[config.mk]
export PLATFORM = sky130hd
export DESIGN_NAME = clock_ctrl_flat
export DESIGN_NICKNAME = d
export VERILOG_FILES = /design/src/rtl/clock_pkg.sv /design/src/rtl/clock_ctrl_if.sv /design/src/rtl/tick_gen.sv /design/src/rtl/clock_ctrl.sv /design/src/flat_wrapper.sv
export SDC_FILE = /design/constraint.sdc
export NUM_CORES = 1
export LEC_CHECK = 0
export BUFFER_PORTS_ARGS = -buffer_cell sky130_fd_sc_hd__buf_2
export CORE_UTILIZATION = 55
export DETAILED_ROUTE_END_ITERATION = 8
export GPL_TIMING_DRIVEN = 1
export PLACE_DENSITY = 0.73
export SLEW_MARGIN = 0
export SYNTH_ARGS = -nofsm -noshare
export SYNTH_HDL_FRONTEND = slang
export SYNTH_SLANG_ARGS = --single-unit
[constraint.sdc]
create_clock -name clk -period 5.35 [get_ports clk]
set_input_delay 0.2675 -clock clk [delete_from_list [all_inputs] [get_ports clk]]
set_output_delay 0.2675 -clock clk [all_outputs]
set_load 0.05 [all_outputs]
[src/rtl/clock_pkg.sv]
// Shared types and constants for the alarm-clock controller: mode encodings,
// two-digit BCD fields and the BCD increment helper.
package clock_pkg;

  typedef enum logic [2:0] {
    RUN     = 3'd0,
    SET_HR  = 3'd1,
    SET_MIN = 3'd2,
    AL_HR   = 3'd3,
    AL_MIN  = 3'd4
  } mode_e;

  typedef struct packed {
    logic [3:0] tens;
    logic [3:0] ones;
  } bcd2_t;

  localparam logic [3:0] DIG_BLANK     = 4'hF;
  localparam bcd2_t      BCD_ZERO      = 8'h00;
  localparam bcd2_t      HR_MAX        = 8'h23;
  localparam bcd2_t      MS_MAX        = 8'h59;
  localparam bcd2_t      ALARM_HR_RST  = 8'h06;
  localparam bcd2_t      ALARM_MIN_RST = 8'h00;

  // Wraps to 00 after max_v; ones roll into tens at 9.
  function automatic bcd2_t bcd_inc(input bcd2_t v, input bcd2_t max_v);
    bcd2_t r;
    if (v == max_v) begin
      r = BCD_ZERO;
    end else if (v.ones == 4'd9) begin
      r.tens = v.tens + 4'd1;
      r.ones = 4'd0;
    end else begin
      r.tens = v.tens;
      r.ones = v.ones + 4'd1;
    end
    return r;
  endfunction

endpackage

[src/rtl/clock_ctrl_if.sv]
// Front-panel inputs and display/alarm outputs of the clock controller.
interface clock_ctrl_if;
  logic       btn_mode;
  logic       btn_inc;
  logic       alarm_en;
  logic [3:0] sec_ones;
  logic [3:0] sec_tens;
  logic [3:0] min_ones;
  logic [3:0] min_tens;
  logic [3:0] hr_ones;
  logic [3:0] hr_tens;
  logic [2:0] mode;
  logic       alarm_active;

  modport master (
    output btn_mode, btn_inc, alarm_en,
    input  sec_ones, sec_tens, min_ones, min_tens, hr_ones, hr_tens, mode, alarm_active
  );

  modport slave (
    input  btn_mode, btn_inc, alarm_en,
    output sec_ones, sec_tens, min_ones, min_tens, hr_ones, hr_tens, mode, alarm_active
  );
endinterface

[src/rtl/tick_gen.sv]
// Seconds tick and display blink phase. The next blink phase is exported so the
// registered display can track the phase without an extra cycle of lag.
module tick_gen #(
  parameter int CLK_HZ    = 100_000_000,
  parameter int BLINK_DIV = 2
) (
  input  logic clk,
  input  logic rst_n,
  input  logic blink_rst_i,
  output logic sec_tick_o,
  output logic blink_hide_nxt_o
);
  localparam int HALF = CLK_HZ / (2 * BLINK_DIV);
  localparam int TW   = (CLK_HZ > 2) ? $clog2(CLK_HZ) : 1;
  localparam int BW   = (HALF > 2) ? $clog2(HALF) : 1;
  localparam logic [TW-1:0] TICK_LAST  = TW'(CLK_HZ - 1);
  localparam logic [BW-1:0] BLINK_LAST = BW'(HALF - 1);

  logic [TW-1:0] tick_q, tick_d;
  logic [BW-1:0] blink_cnt_q, blink_cnt_d;
  logic          hide_q, hide_d;

  assign sec_tick_o       = (tick_q == TICK_LAST);
  assign blink_hide_nxt_o = hide_d;

  always_comb begin
    tick_d      = sec_tick_o ? '0 : tick_q + TW'(1);
    blink_cnt_d = blink_cnt_q + BW'(1);
    hide_d      = hide_q;
    if (blink_rst_i) begin
      blink_cnt_d = '0;
      hide_d      = 1'b0;
    end else if (blink_cnt_q == BLINK_LAST) begin
      blink_cnt_d = '0;
      hide_d      = ~hide_q;
    end
  end

  always_ff @(posedge clk) begin
    if (!rst_n) begin
      tick_q      <= '0;
      blink_cnt_q <= '0;
      hide_q      <= 1'b0;
    end else begin
      tick_q      <= tick_d;
      blink_cnt_q <= blink_cnt_d;
      hide_q      <= hide_d;
    end
  end
endmodule

[src/rtl/clock_ctrl.sv]
// Alarm clock timekeeping, set-mode FSM, alarm compare and display digit mux.
//   state   | meaning
//   RUN     | time runs, alarm armed, display hh:mm:ss
//   SET_HR  | time frozen, inc edits hours (blinking)
//   SET_MIN | time frozen, inc edits minutes (blinking); exit clears seconds
//   AL_HR   | time runs, display alarm hh:mm, inc edits alarm hours
//   AL_MIN  | time runs, display alarm hh:mm, inc edits alarm minutes
module clock_ctrl
  import clock_pkg::*;
#(
  parameter int CLK_HZ     = 100_000_000,
  parameter int BLINK_DIV  = 2,
  parameter int ALARM_SECS = 60
) (
  input  logic         clk,
  input  logic         rst_n,
  clock_ctrl_if.slave  bus
);
  localparam int AW = (ALARM_SECS > 2) ? $clog2(ALARM_SECS) : 1;

  mode_e         state_q, state_d;
  bcd2_t         hr_q, hr_d, min_q, min_d, sec_q, sec_d;
  bcd2_t         al_hr_q, al_hr_d, al_min_q, al_min_d;
  logic          al_act_q, al_act_d;
  logic [AW-1:0] al_cnt_q, al_cnt_d;
  logic [1:0]    mode_sh_q, inc_sh_q;
  logic [23:0]   disp_q, disp_d;
  logic          sec_tick, hide_nxt, blink_rst;
  logic          mode_press, inc_press, ack, mode_ev, inc_ev, time_runs;

  tick_gen #(.CLK_HZ(CLK_HZ), .BLINK_DIV(BLINK_DIV)) u_tick (
    .clk              (clk),
    .rst_n            (rst_n),
    .blink_rst_i      (blink_rst),
    .sec_tick_o       (sec_tick),
    .blink_hide_nxt_o (hide_nxt)
  );

  // A press that silences the alarm is consumed; mode beats a same-cycle inc.
  assign mode_press = mode_sh_q[0] & ~mode_sh_q[1];
  assign inc_press  = inc_sh_q[0] & ~inc_sh_q[1];
  assign ack        = al_act_q & (mode_press | inc_press);
  assign mode_ev    = mode_press & ~ack;
  assign inc_ev     = inc_press & ~mode_press & ~al_act_q;
  assign blink_rst  = inc_ev & (state_q != RUN);
  assign time_runs  = sec_tick & (state_q != SET_HR) & (state_q != SET_MIN);

  always_comb begin
    state_d  = state_q;
    hr_d     = hr_q;
    min_d    = min_q;
    sec_d    = sec_q;
    al_hr_d  = al_hr_q;
    al_min_d = al_min_q;
    al_act_d = al_act_q;
    al_cnt_d = al_cnt_q;

    if (time_runs) begin
      sec_d = bcd_inc(sec_q, MS_MAX);
      if (sec_q == MS_MAX) begin
        min_d = bcd_inc(min_q, MS_MAX);
        if (min_q == MS_MAX) hr_d = bcd_inc(hr_q, HR_MAX);
      end
    end

    case (state_q)
      RUN:     if (mode_ev) state_d = SET_HR;
      SET_HR:  if (mode_ev) state_d = SET_MIN;
               else if (inc_ev) hr_d = bcd_inc(hr_q, HR_MAX);
      SET_MIN: if (mode_ev) begin
                 state_d = AL_HR;
                 sec_d   = BCD_ZERO;
               end else if (inc_ev) begin
                 min_d = bcd_inc(min_q, MS_MAX);
               end
      AL_HR:   if (mode_ev) state_d = AL_MIN;
               else if (inc_ev) al_hr_d = bcd_inc(al_hr_q, HR_MAX);
      AL_MIN:  if (mode_ev) state_d = RUN;
               else if (inc_ev) al_min_d = bcd_inc(al_min_q, MS_MAX);
      default: state_d = RUN;
    endcase

    if (!bus.alarm_en || ack) begin
      al_act_d = 1'b0;
    end else if (al_act_q) begin
      if (sec_tick) begin
        if (al_cnt_q == '0) al_act_d = 1'b0;
        else                al_cnt_d = al_cnt_q - AW'(1);
      end
    end else if (state_q == RUN && sec_tick && !mode_ev &&
                 {hr_d, min_d, sec_d} == {al_hr_q, al_min_q, BCD_ZERO}) begin
      al_act_d = 1'b1;
      al_cnt_d = AW'(ALARM_SECS - 1);
    end

    // Built from next-state values so the display lands with the state change.
    disp_d = {hr_d, min_d, sec_d};
    case (state_d)
      SET_HR:  if (hide_nxt) disp_d[23:16] = {DIG_BLANK, DIG_BLANK};
      SET_MIN: if (hide_nxt) disp_d[15:8]  = {DIG_BLANK, DIG_BLANK};
      AL_HR: begin
        disp_d = {al_hr_d, al_min_d, DIG_BLANK, DIG_BLANK};
        if (hide_nxt) disp_d[23:16] = {DIG_BLANK, DIG_BLANK};
      end
      AL_MIN: begin
        disp_d = {al_hr_d, al_min_d, DIG_BLANK, DIG_BLANK};
        if (hide_nxt) disp_d[15:8] = {DIG_BLANK, DIG_BLANK};
      end
      default: ;
    endcase
  end

  always_ff @(posedge clk) begin
    if (!rst_n) begin
      state_q   <= RUN;
      hr_q      <= BCD_ZERO;
      min_q     <= BCD_ZERO;
      sec_q     <= BCD_ZERO;
      al_hr_q   <= ALARM_HR_RST;
      al_min_q  <= ALARM_MIN_RST;
      al_act_q  <= 1'b0;
      al_cnt_q  <= '0;
      disp_q    <= '0;
      // Seeded with the live level so a button held through reset is not a press.
      mode_sh_q <= {2{bus.btn_mode}};
      inc_sh_q  <= {2{bus.btn_inc}};
    end else begin
      state_q   <= state_d;
      hr_q      <= hr_d;
      min_q     <= min_d;
      sec_q     <= sec_d;
      al_hr_q   <= al_hr_d;
      al_min_q  <= al_min_d;
      al_act_q  <= al_act_d;
      al_cnt_q  <= al_cnt_d;
      disp_q    <= disp_d;
      mode_sh_q <= {mode_sh_q[0], bus.btn_mode};
      inc_sh_q  <= {inc_sh_q[0], bus.btn_inc};
    end
  end

  assign {bus.hr_tens, bus.hr_ones, bus.min_tens, bus.min_ones, bus.sec_tens, bus.sec_ones} = disp_q;
  assign bus.mode         = state_q;
  assign bus.alarm_active = al_act_q;
endmodule
[src/flat_wrapper.sv]
// flat-port wrapper written by rule: the top's interface ports become plain ports
module clock_ctrl_flat import clock_pkg::*;
#(
  parameter int CLK_HZ     = 100_000_000,
  parameter int BLINK_DIV  = 2,
  parameter int ALARM_SECS = 60
)
  (clk, rst_n, bus_btn_mode, bus_btn_inc, bus_alarm_en, bus_sec_ones, bus_sec_tens, bus_min_ones, bus_min_tens, bus_hr_ones, bus_hr_tens, bus_mode, bus_alarm_active);
  clock_ctrl_if bus_i ();
  input  logic clk;
  input  logic rst_n;
  input wire logic [$bits(bus_i.btn_mode)-1:0] bus_btn_mode;
  input wire logic [$bits(bus_i.btn_inc)-1:0] bus_btn_inc;
  input wire logic [$bits(bus_i.alarm_en)-1:0] bus_alarm_en;
  output wire logic [$bits(bus_i.sec_ones)-1:0] bus_sec_ones;
  output wire logic [$bits(bus_i.sec_tens)-1:0] bus_sec_tens;
  output wire logic [$bits(bus_i.min_ones)-1:0] bus_min_ones;
  output wire logic [$bits(bus_i.min_tens)-1:0] bus_min_tens;
  output wire logic [$bits(bus_i.hr_ones)-1:0] bus_hr_ones;
  output wire logic [$bits(bus_i.hr_tens)-1:0] bus_hr_tens;
  output wire logic [$bits(bus_i.mode)-1:0] bus_mode;
  output wire logic [$bits(bus_i.alarm_active)-1:0] bus_alarm_active;
  assign bus_i.btn_mode = bus_btn_mode;
  assign bus_i.btn_inc = bus_btn_inc;
  assign bus_i.alarm_en = bus_alarm_en;
  assign bus_sec_ones = bus_i.sec_ones;
  assign bus_sec_tens = bus_i.sec_tens;
  assign bus_min_ones = bus_i.min_ones;
  assign bus_min_tens = bus_i.min_tens;
  assign bus_hr_ones = bus_i.hr_ones;
  assign bus_hr_tens = bus_i.hr_tens;
  assign bus_mode = bus_i.mode;
  assign bus_alarm_active = bus_i.alarm_active;
  clock_ctrl #(.CLK_HZ(CLK_HZ), .BLINK_DIV(BLINK_DIV), .ALARM_SECS(ALARM_SECS)) u_core (.clk(clk), .rst_n(rst_n), .bus(bus_i));
endmodule
## Yosys cells after proc, flatten, opt, wreduce, memory -nomap -nowiden

Index checks and enable logic that the tools add are counted.

| word-level totals | value |
|---|---|
| register bits | 131 |
| bits in latches | 0 |
| memory bits (writable) | 0 |
| ROM bits | 0 |
| input bits | 5 |
| word-level logic and storage cells | 145 |
| memories kept | 0 |

| operators by class | value |
|---|---|
| $add $sub $neg | 13 |
| multipliers | 0 |
| div/mod/pow operators | 0 |
| $lt $le $gt $ge | 0 |
| equality and inequality tests | 25 |
| shift operators | 0 |
| multiplexer cells | 55 |
| bitwise gates (word level) | 18 |
| reductions and logical operators | 15 |

Operator list:

| kind | count |
|---|---|
| two-way mux 8 bit | 35 |
| case mux 8 bit (3 select lines) | 2 |
| adder 4 x 1 -> 4 bit (second input constant) | 10 |
| adder 27 x 1 -> 27 bit (second input constant) | 1 |
| == test 27 bit (second input constant) | 1 |
| adder 25 x 1 -> 25 bit (second input constant) | 1 |
| == test 25 bit (second input constant) | 1 |
| == test 24 bit | 1 |
| == test 8 x 7 -> 1 bit (second input constant) | 3 |
| two-way mux 6 bit | 4 |
| == test 4 bit (second input constant) | 5 |
| == test 8 x 6 -> 1 bit (second input constant) | 2 |
| two-way mux 3 bit | 5 |
| case mux 3 bit (5 select lines) | 1 |
| == test 3 x 2 -> 1 bit (second input constant) | 4 |
| bitwise AND 1 bit | 9 |
| inverter 1 bit | 8 |
| == test 3 x 1 -> 1 bit (second input constant) | 2 |
| == test 3 bit (second input constant) | 2 |
| logical NOT 6 bit | 1 |
| two-way mux 1 bit | 6 |
| OR reduction 2 bit | 3 |
| subtractor 6 x 1 -> 6 bit (second input constant) | 1 |
| two-way mux 2 bit | 2 |
| other kinds (12) | 16 |

## Depth between registers and ports, before layout

Gate-level depths: netlist of the first run.

| logic depth | value |
|---|---|
| depth after elaboration | 13 |
| depth in mapped cells | 15 |
| mapped depth without buffers | 12 |

## By module

A second synthesis of the first run with hierarchy kept.

| unflattened totals | value |
|---|---|
| cell total of the unflattened synthesis | 849 |
| area, all modules | 7021.7 um^2 |

Modules (own cells, without submodules):

| module | times used | cells an instance | area an instance (um^2) | sequential area each (um^2) |
|---|---|---|---|---|
| clock_ctrl | 1 | 570 | 4634.4 | 1561.5 |
| tick_gen | 1 | 279 | 2387.3 | 1061.0 |

## Worst setup path after synthesis of the first run

No wires, ideal clock.

| timing | value |
|---|---|
| kind | register to register |
| start | register u_core.state_q[1] (netlist: u_core.bus.mode[1]) |
| end | register u_core.al_cnt_q[1] |
| arrival time | 3203 ps |
| required time | 5220 ps |
| path slack | 2017 ps |
| cell stages (with the launch flop) | 13 |
| path buffers | 2 |
| clock period less this slack | 3333 ps |
| path through | dfxtp_1 > buf_6 > nor4b_1 > nand3_1 > clkbuf_1 > o211ai_1 > o211ai_1 > or3_1 > a2111oi_4 > nand4_2 > nor4_4 > o211ai_1 > nor3b_2 |

| between the ends | value |
|---|---|
| word-level cells in the longest chain between the ends | 11 |

RTL lines:

| element | RTL line | source |
|---|---|---|
| start: declaration | clock_ctrl.sv:21 | `mode_e state_q, state_d;` |
| start signal: assignment | clock_ctrl.sv:128 | `state_q <= state_d;` |
| != test 3 x 1 -> 1 bit | clock_ctrl.sv:46 | `assign time_runs = sec_tick & (state_q != SET_HR) & (state_q != SET_MIN);` |
| bitwise AND 1 bit (2 in series) | clock_ctrl.sv:46 |  |
| two-way mux 8 bit | clock_ctrl.sv:58 | `if (time_runs) begin` |
| two-way mux 8 bit, on equally long branches | clock_ctrl.sv:73, clock_ctrl.sv:69 |  |
| two-way mux 8 bit, on equally long branches | clock_ctrl.sv:70, clock_ctrl.sv:68 |  |
| two-way mux 8 bit | clock_ctrl.sv:66 | `case (state_q)` |
| == test 24 bit | clock_ctrl.sv:91 | `{hr_d, min_d, sec_d} == {al_hr_q, al_min_q, BCD_ZERO}) begin` |
| logical AND 1 bit (*) | clock_ctrl.sv:90 | `end else if (state_q == RUN && sec_tick && !mode_ev &&` |
| nonzero test 2 bit (no line) (*) | - |  |
| AND reduction 4 bit (no line) (*) | - |  |
| end signal: assignment | clock_ctrl.sv:135 | `al_cnt_q <= al_cnt_d;` |
| end: declaration | clock_ctrl.sv:25 | `logic [AW-1:0] al_cnt_q, al_cnt_d;` |

Every way passes the cells marked *; elsewhere a longest branch is shown, timed or not.
A chain may end at the register's enable or synchronous reset.

## Worst setup path after layout of the first run

Ends and elaborated chain as after synthesis.

==> results of run 1 <==
-- synth_stat cells (7+ instances only) --
master	number	area, sq um
nor2_1	126	473
nand2b_1	10	62.6
o21ai_0	43	215
nor3_1	27	135
and2_1	15	93.8
mux2i_1	12	120
o211ai_1	10	75.1
nand3_1	42	210
or3_1	16	100
nand4_1	14	87.6
dfxtp_1	131	2620
and4_1	7	61.3
ha_1	24	300
a31oi_1	8	50.1
xor2_1	36	315
a21oi_1	44	220
inv_1	24	90.1
and3_1	16	100
clkbuf_1	26	97.6
nor4_1	7	43.8
nand2_1	66	248
xnor2_1	21	184
-- placed cells by master (no fill, tap or decap), drive strengths merged, types with 19 or more instances in the layout --
| master | instances |
|---|---|
| nand3 | 43 |
| dfxtp | 131 |
| nor2 | 127 |
| ha | 24 |
| nor3 | 27 |
| o21ai | 45 |
| nand2 | 66 |
| inv | 24 |
| xor2 | 36 |
| buf | 35 |
| clkbuf | 19 |
| a21oi | 44 |
| xnor2 | 22 |
-- worst max-delay path, delay by kind of cell (launching register included) --
kind | cells | cell delay [ps]
flip-flops | 1 | 690
AO/OA/AOI/OAI | 4 | 1260
XOR/XNOR | 1 | 150
AND/OR/NAND/NOR | 5 | 1690
-- sequential cells by signal (all words and copies together) (netlist names), 8 cells and up --
name,flops
u_core.u_tick.tick_q,27
u_core.al_min_q,8
u_core.min_q,8
u_core.hr_q,8
u_core.disp_q,24
u_core.sec_q,8
u_core.u_tick.blink_cnt_q,25
u_core.al_hr_q,8
-- cells by family after synthesis --
kind of cell / count (synthesis) / synth area share
compound gates: 156 / 0.147
mux: 17 / 0.0252
buf+inv: 59 / 0.0380
xor+xnor: 58 / 0.0738
flops: 131 / 0.375
fa+ha+maj: 24 / 0.0430
simple gates: 393 / 0.298
-- layout make-up --
type,count,area (sq um),area share
Clock inverter,13,231,0.0293
Tap cell,168,210,0.0266
Clock buffer,19,443,0.0560
Multi-Input combinational cell,648,4100,0.519
Inverter,25,93.8,0.0119
Sequential cell,131,2620,0.332
Timing Repair Buffer,37,203,0.0256
-- per-layer routing --
layer  up-vias  share of wire  track usage
met5         -              0            0
met4         0          0.023        0.110
met3        34          0.057       0.0683
met2       178           0.47        0.448
met1      2885           0.45        0.342
li1       3022              -            -
-- report_power, final --
group | total (W) | internal, W | switching [W]
registers | 0.00100 | 0.000988 | 0.0000120
logic | 0.000110 | 0.0000350 | 0.0000749
clock network | 0.00132 | 0.000885 | 0.000435
-- through the flow --
step	cell area (sq um)	setup WS [ps]	power [W]	hold WS, ps	instances
after floorplan	6990	2020	0.00110	295	838
final	7900	1420	0.00243	114	1041
after global routing	7900	1090	0.00250	124	1041
after detailed placement	7210	1530	0.00113	385	1007
after global placement	7210	1640	0.00112	383	1007
after CTS	7900	1470	0.00244	102	1041
-- path summary, 6_finish.rpt --
kind | slack [ps] | cells past startpoint | endpoint
setup / recovery | 1420 | 10 | u_core.al_cnt_q[1]
hold / removal | 110 | 3 | u_core.bus.alarm_active
setup reg to reg | 1420 | 10 | u_core.al_cnt_q[1]
hold reg to reg | 470 | 1 | u_core.u_tick.blink_cnt_q[0]
-- what timing repair did --
item                       in CTS  in global routing
hold buffers                    2                  0
buffers inserted                0                  0
hold endpoints to repair        2                  0
setup endpoints to repair       0                  0
==> run_results.csv, run 1 <==
group,metric,value,unit
layout,antenna_cells,0,
worst_setup_path,critical_path.startpoint,"u_core.bus.mode[1]",
sta,min_period,3930,ps
drt,drc,0,
layout,drive_above_1_share,0.109,
synth,syn_area,0.00699,sq mm
sta,slew_viol_final,0,
sta,fin_setup_tns,0,ps
worst_setup_path,regToRegStartpoint,"u_core.bus.mode[1]",
power_and_ir_drop,vdd_ir_drop_max,0.244,mV
clocking,ctsHtreeMaxLevel,4,
global_routing,grt_overflow,0,
hold_path,min_path_type,"in -> reg",
sta,fmax,254,MHz
floorplanning,dieWidth,115,microns
worst_setup_path,start_kind,"flop",
hold_path,min-delay-start,"bus_alarm_en",
clocking,cts.root.buffer_cell,"clkbuf_16",
synth,synth-edff-count,0,
drt,drtIter0Drc,575,
sta,period_share,0.735,
synth,synth_ff_type,"dfxtp_1",
synth,synth_nets,867,
drt,viasPerCell,5.88,
sta,max_slew_margin,0.446,
worst_setup_path,critPathMaxFanout,18,
sta,skew,8.67,ps
floorplanning,ioPinCount,33,
worst_setup_path,path_cells,"nor4b_1 > nand3_1 > o31a_1 > a221oi_2 > xnor2_1 > a2111oi_4 > nand4_2 > nor4_4 > o211ai_1 > nor3b_2",
drt,drtPass1Iterations,5,
sta,final-hold-violation-count,0,
layout,layout.nets,889,
drt,vias,6119,
flow_run,maxCapViolCount,0,
floorplanning,start_util,0.572,
power_and_ir_drop,power.density,308,mW/mm^2
clocking,clkSinkCount,131,
global_routing,grt_max_degree,46,
floorplanning,die_height,115,microns
global_routing,grt_use_total,0.272,
clocking,clk_path_buf_depth,2,
clocking,path_clk_slew,60,ps
layout,fillers,1078,
synth,synth-async-reset-ratio,0,
power_and_ir_drop,leakage,3.01,nW
synth,yosysWarnings,0,
placement,dp_hpwl,12000,microns
worst_setup_path,slowest_delay,690,ps
synth,synth_seq_cells,131,
layout,final_core_util,0.647,
worst_setup_path,crit_arrival,4230,ps
drt,wl,17000,microns
global_routing,grt_pass1_vias,5796,
global_routing,grt_pass1_wl,28000,microns
clocking,worstSkewPairLatency,430,ps
placement,gp_congestion,0.895,
synth,synth_cell_types,76,
placement,port_buffers,32,
layout,syn2layout_area_growth,13.1,%
synth,syn_avg_cell_area,8.34,sq um
synth,seq_area_frac_synth,0.375,
drt,antenna_left,0,
status,status,"finished, final reports clean",
sta,tightestPinTransition,828,ps
global_routing,antenna_found_initial,0,
synth,netlist_instances,838,
clocking,cts_tree,"yes",
worst_setup_path,required,5650,ps
floorplanning,die-area,0.0132,sq mm
worst_setup_path,crit_path_end_kind,"flop",
drt,wl_per_cell,16.4,microns
clocking,cts-resized-gates,0,
sta,setup_viol,0,
floorplanning,rows,40,
clocking,cts_buffers,17,
worst_setup_path,critPathSlowestCell,"dfxtp_1",
floorplanning,core_region_area,0.0122,sq mm
worst_setup_path,worstSetupPathType,"reg -> reg",
sta,rsz0062_at_grt,"no",
Power figures use the tool's default switching activity.
==> run 2: changes to the inputs <==
==> constraint.sdc (replaced) <==
create_clock -name clk -period 3.9 [get_ports clk]
set_input_delay 0.195 -clock clk [delete_from_list [all_inputs] [get_ports clk]]
set_output_delay 0.195 -clock clk [all_outputs]
set_load 0.05 [all_outputs]
==> run_results.csv, run 2 (synthesized netlist as in run 1, its figures left out) <==
group,metric,value,unit
status,status,"finished, final reports clean",
flow_run,maxCapViolCount,0,
hold_path,min-delay-start,"bus_alarm_en",
floorplanning,dieWidth,115,microns
sta,min_period,3600,ps
layout,regMostFlops,"u_core.u_tick.tick_q",
worst_setup_path,crit_path_end_kind,"flop",
drt,antenna_left,0,
drt,drc,0,
clocking,cts_setup_buffers,0,
clocking,worstSkewPairLatency,420,ps
floorplanning,start_util,0.572,
worst_setup_path,start_kind,"flop",
power_and_ir_drop,p_int,0.00240,W
worst_setup_path,critPathSlowestCell,"nor4b_1",
sta,rsz0062_at_grt,"no",
hold_path,hold_end,"u_core.bus.alarm_active",
worst_setup_path,required,4200,ps
layout,final_cell_mix,"dfxtp_1 (131), nor2_1 (126), nand2_1 (66)",
worst_setup_path,rrSetupSlack,300,ps
layout,regArea,0.00262,sq mm
floorplanning,die-area,0.0132,sq mm
layout,top_regs,"u_core.u_tick.tick_q (27), u_core.u_tick.blink_cnt_q (25), u_core.disp_q (24)",
sta,fin_setup_tns,0,ps
worst_setup_path,slowest_delay,570,ps
layout,antenna_cells,0,
layout,syn2layout_area_growth,13.1,%
sta,tightestPinTransition,848,ps
power_and_ir_drop,power.density,393,mW/mm^2
sta,skew,9.38,ps
worst_setup_path,critPathMaxFanout,14,
worst_setup_path,timing.rr.end,"u_core.al_cnt_q[1]",
layout,final_core_util,0.647,
global_routing,grt_max_degree,29,
global_routing,antenna_found_initial,0,
floorplanning,die_height,115,microns
global_routing,grt_pass1_vias,5969,
power_and_ir_drop,p_seq_frac,0.441,
worst_setup_path,regToRegStartpoint,"u_core.bus.alarm_active",
layout,mostFrequentLayoutCell,"dfxtp_1",
clocking,cts_buffers,17,
drt,drtIter0Drc,526,
clocking,clkSinkCount,131,
layout,final_area,0.00790,sq mm
drt,drtPass1Iterations,8,
clocking,ctsHtreeMaxLevel,4,
worst_setup_path,path_cells,"nor4b_1 > nand3_2 > o31a_1 > a221oi_2 > xnor2_1 > a2111oi_4 > nand4_2 > nor4_4 > o211ai_1 > nor3b_2",
power_and_ir_drop,pwr-share-comb,0.049,
placement,gp_congestion,0.936,
placement,placed_area,0.00727,sq mm
layout,drive_above_1_share,0.121,
floorplanning,ioPinCount,33,
sta,fmax,278,MHz
worst_setup_path,crit_arrival,3900,ps
layout,largest_register_ffs,27,
layout,fillers,1069,
hold_path,min_path_type,"in -> reg",
hold_path,hold_depth,3,
floorplanning,rows,40,
worst_setup_path,worstSetupPathType,"reg -> reg",
worst_setup_path,critical_path.startpoint,"u_core.bus.alarm_active",
drt,wl,16500,microns
power_and_ir_drop,leakage,3.00,nW
drt,wl_per_cell,15.8,microns
layout,multi_input_area,0.00411,sq mm
power_and_ir_drop,clockPowerShare,0.509,
sta,max_slew_margin,0.433,
global_routing,grt_pass1_wl,28300,microns
clocking,cts.root.buffer_cell,"clkbuf_16",
sta,slew_viol_final,0,
global_routing,grt_overflow,0,
layout,layout.nets,897,
power_and_ir_drop,swShare,0.228,
clocking,cts_tree,"yes",
clocking,path_clk_slew,60,ps
placement,dp_hpwl,11900,microns
drt,viasPerCell,5.94,
floorplanning,core_region_area,0.0122,sq mm
power_and_ir_drop,vdd_ir_drop_max,0.340,mV
sta,final-hold-violation-count,0,
worst_setup_path,ff2ff_path_depth,10,
drt,vias,6227,
global_routing,grt_use_total,0.273,
clocking,clk_path_buf_depth,2,
placement,port_buffers,32,
sta,period_share,0.923,
sta,setup_viol,0,
power_and_ir_drop,power.switching,0.000709,W
## run 2: cell count changes in the layout (fill, tap and decap cells not counted), moves of 2 or more
cell,delta
bufinv_16,-4
clkinvlp_4,+3
buf_4,+8
clkbuf_8,+2
## run 2: what timing repair did
item,4_1_cts,5_1_grt
setup endpoints to repair,0,4
hold endpoints to repair,4,0
hold buffers,2,0
gates resized for setup,0,4
## run 2: worst max-delay path: cells and delay by family, from the launching register on
kind	cells	cell delay, ps
xor+xnor	1	150
flops	1	440
simple gates	5	1670
compound gates	4	1210
## run 2: area by class of cell
class / count / area share
multi-input cells: 648 / 0.521
flip-flops and latches: 131 / 0.332
clock buffers: 21 / 0.0595
repair buffers: 45 / 0.0332
well taps: 168 / 0.0266
clock inverters: 11 / 0.0163
inverters: 25 / 0.0119
## run 2: worst max path at each step
stage	to	slack (ps)	cells after the start
CTS	u_core.al_cnt_q[1]	200	11
floorplan	u_core.al_cnt_q[1]	570	12
finish	u_core.al_cnt_q[1]	300	10
global route	u_core.al_cnt_q[1]	50	11
detailed placement	u_core.al_cnt_q[1]	230	11
global placement	u_core.al_cnt_q[1]	430	11
## run 2: layer usage
layer  share of wire  GRT usage  up-vias  wire, microns
met3           0.057     0.0656       25            941
met4           0.017      0.106        0            278
met5               0          0        -              0
li1                -          -     3033              -
met1            0.45      0.344     2957           7400
met2            0.48      0.453      212           7930
## run 2: power by group through the flow
stage / sequential (W) / clock (W) / combinational, W
floorplan: 0.00141 / 0 / 0.0000994
global placement: 0.00140 / 0 / 0.000147
detailed placement: 0.00140 / 0 / 0.000149
CTS: 0.00137 / 0.00160 / 0.000152
global route: 0.00137 / 0.00167 / 0.000169
finish: 0.00137 / 0.00158 / 0.000153
## run 2: per-stage QoR
stage | instances | hold slack (ps) | total power (W) | worst slack (ps)
finish | 1049 | 69.6 | 0.00311 | 299
CTS | 1049 | 45.7 | 0.00312 | 196
detailed placement | 1015 | 312 | 0.00155 | 226
floorplan | 838 | 223 | 0.00151 | 567
global placement | 1015 | 309 | 0.00154 | 428
global route | 1049 | 61.6 | 0.00321 | 49.0
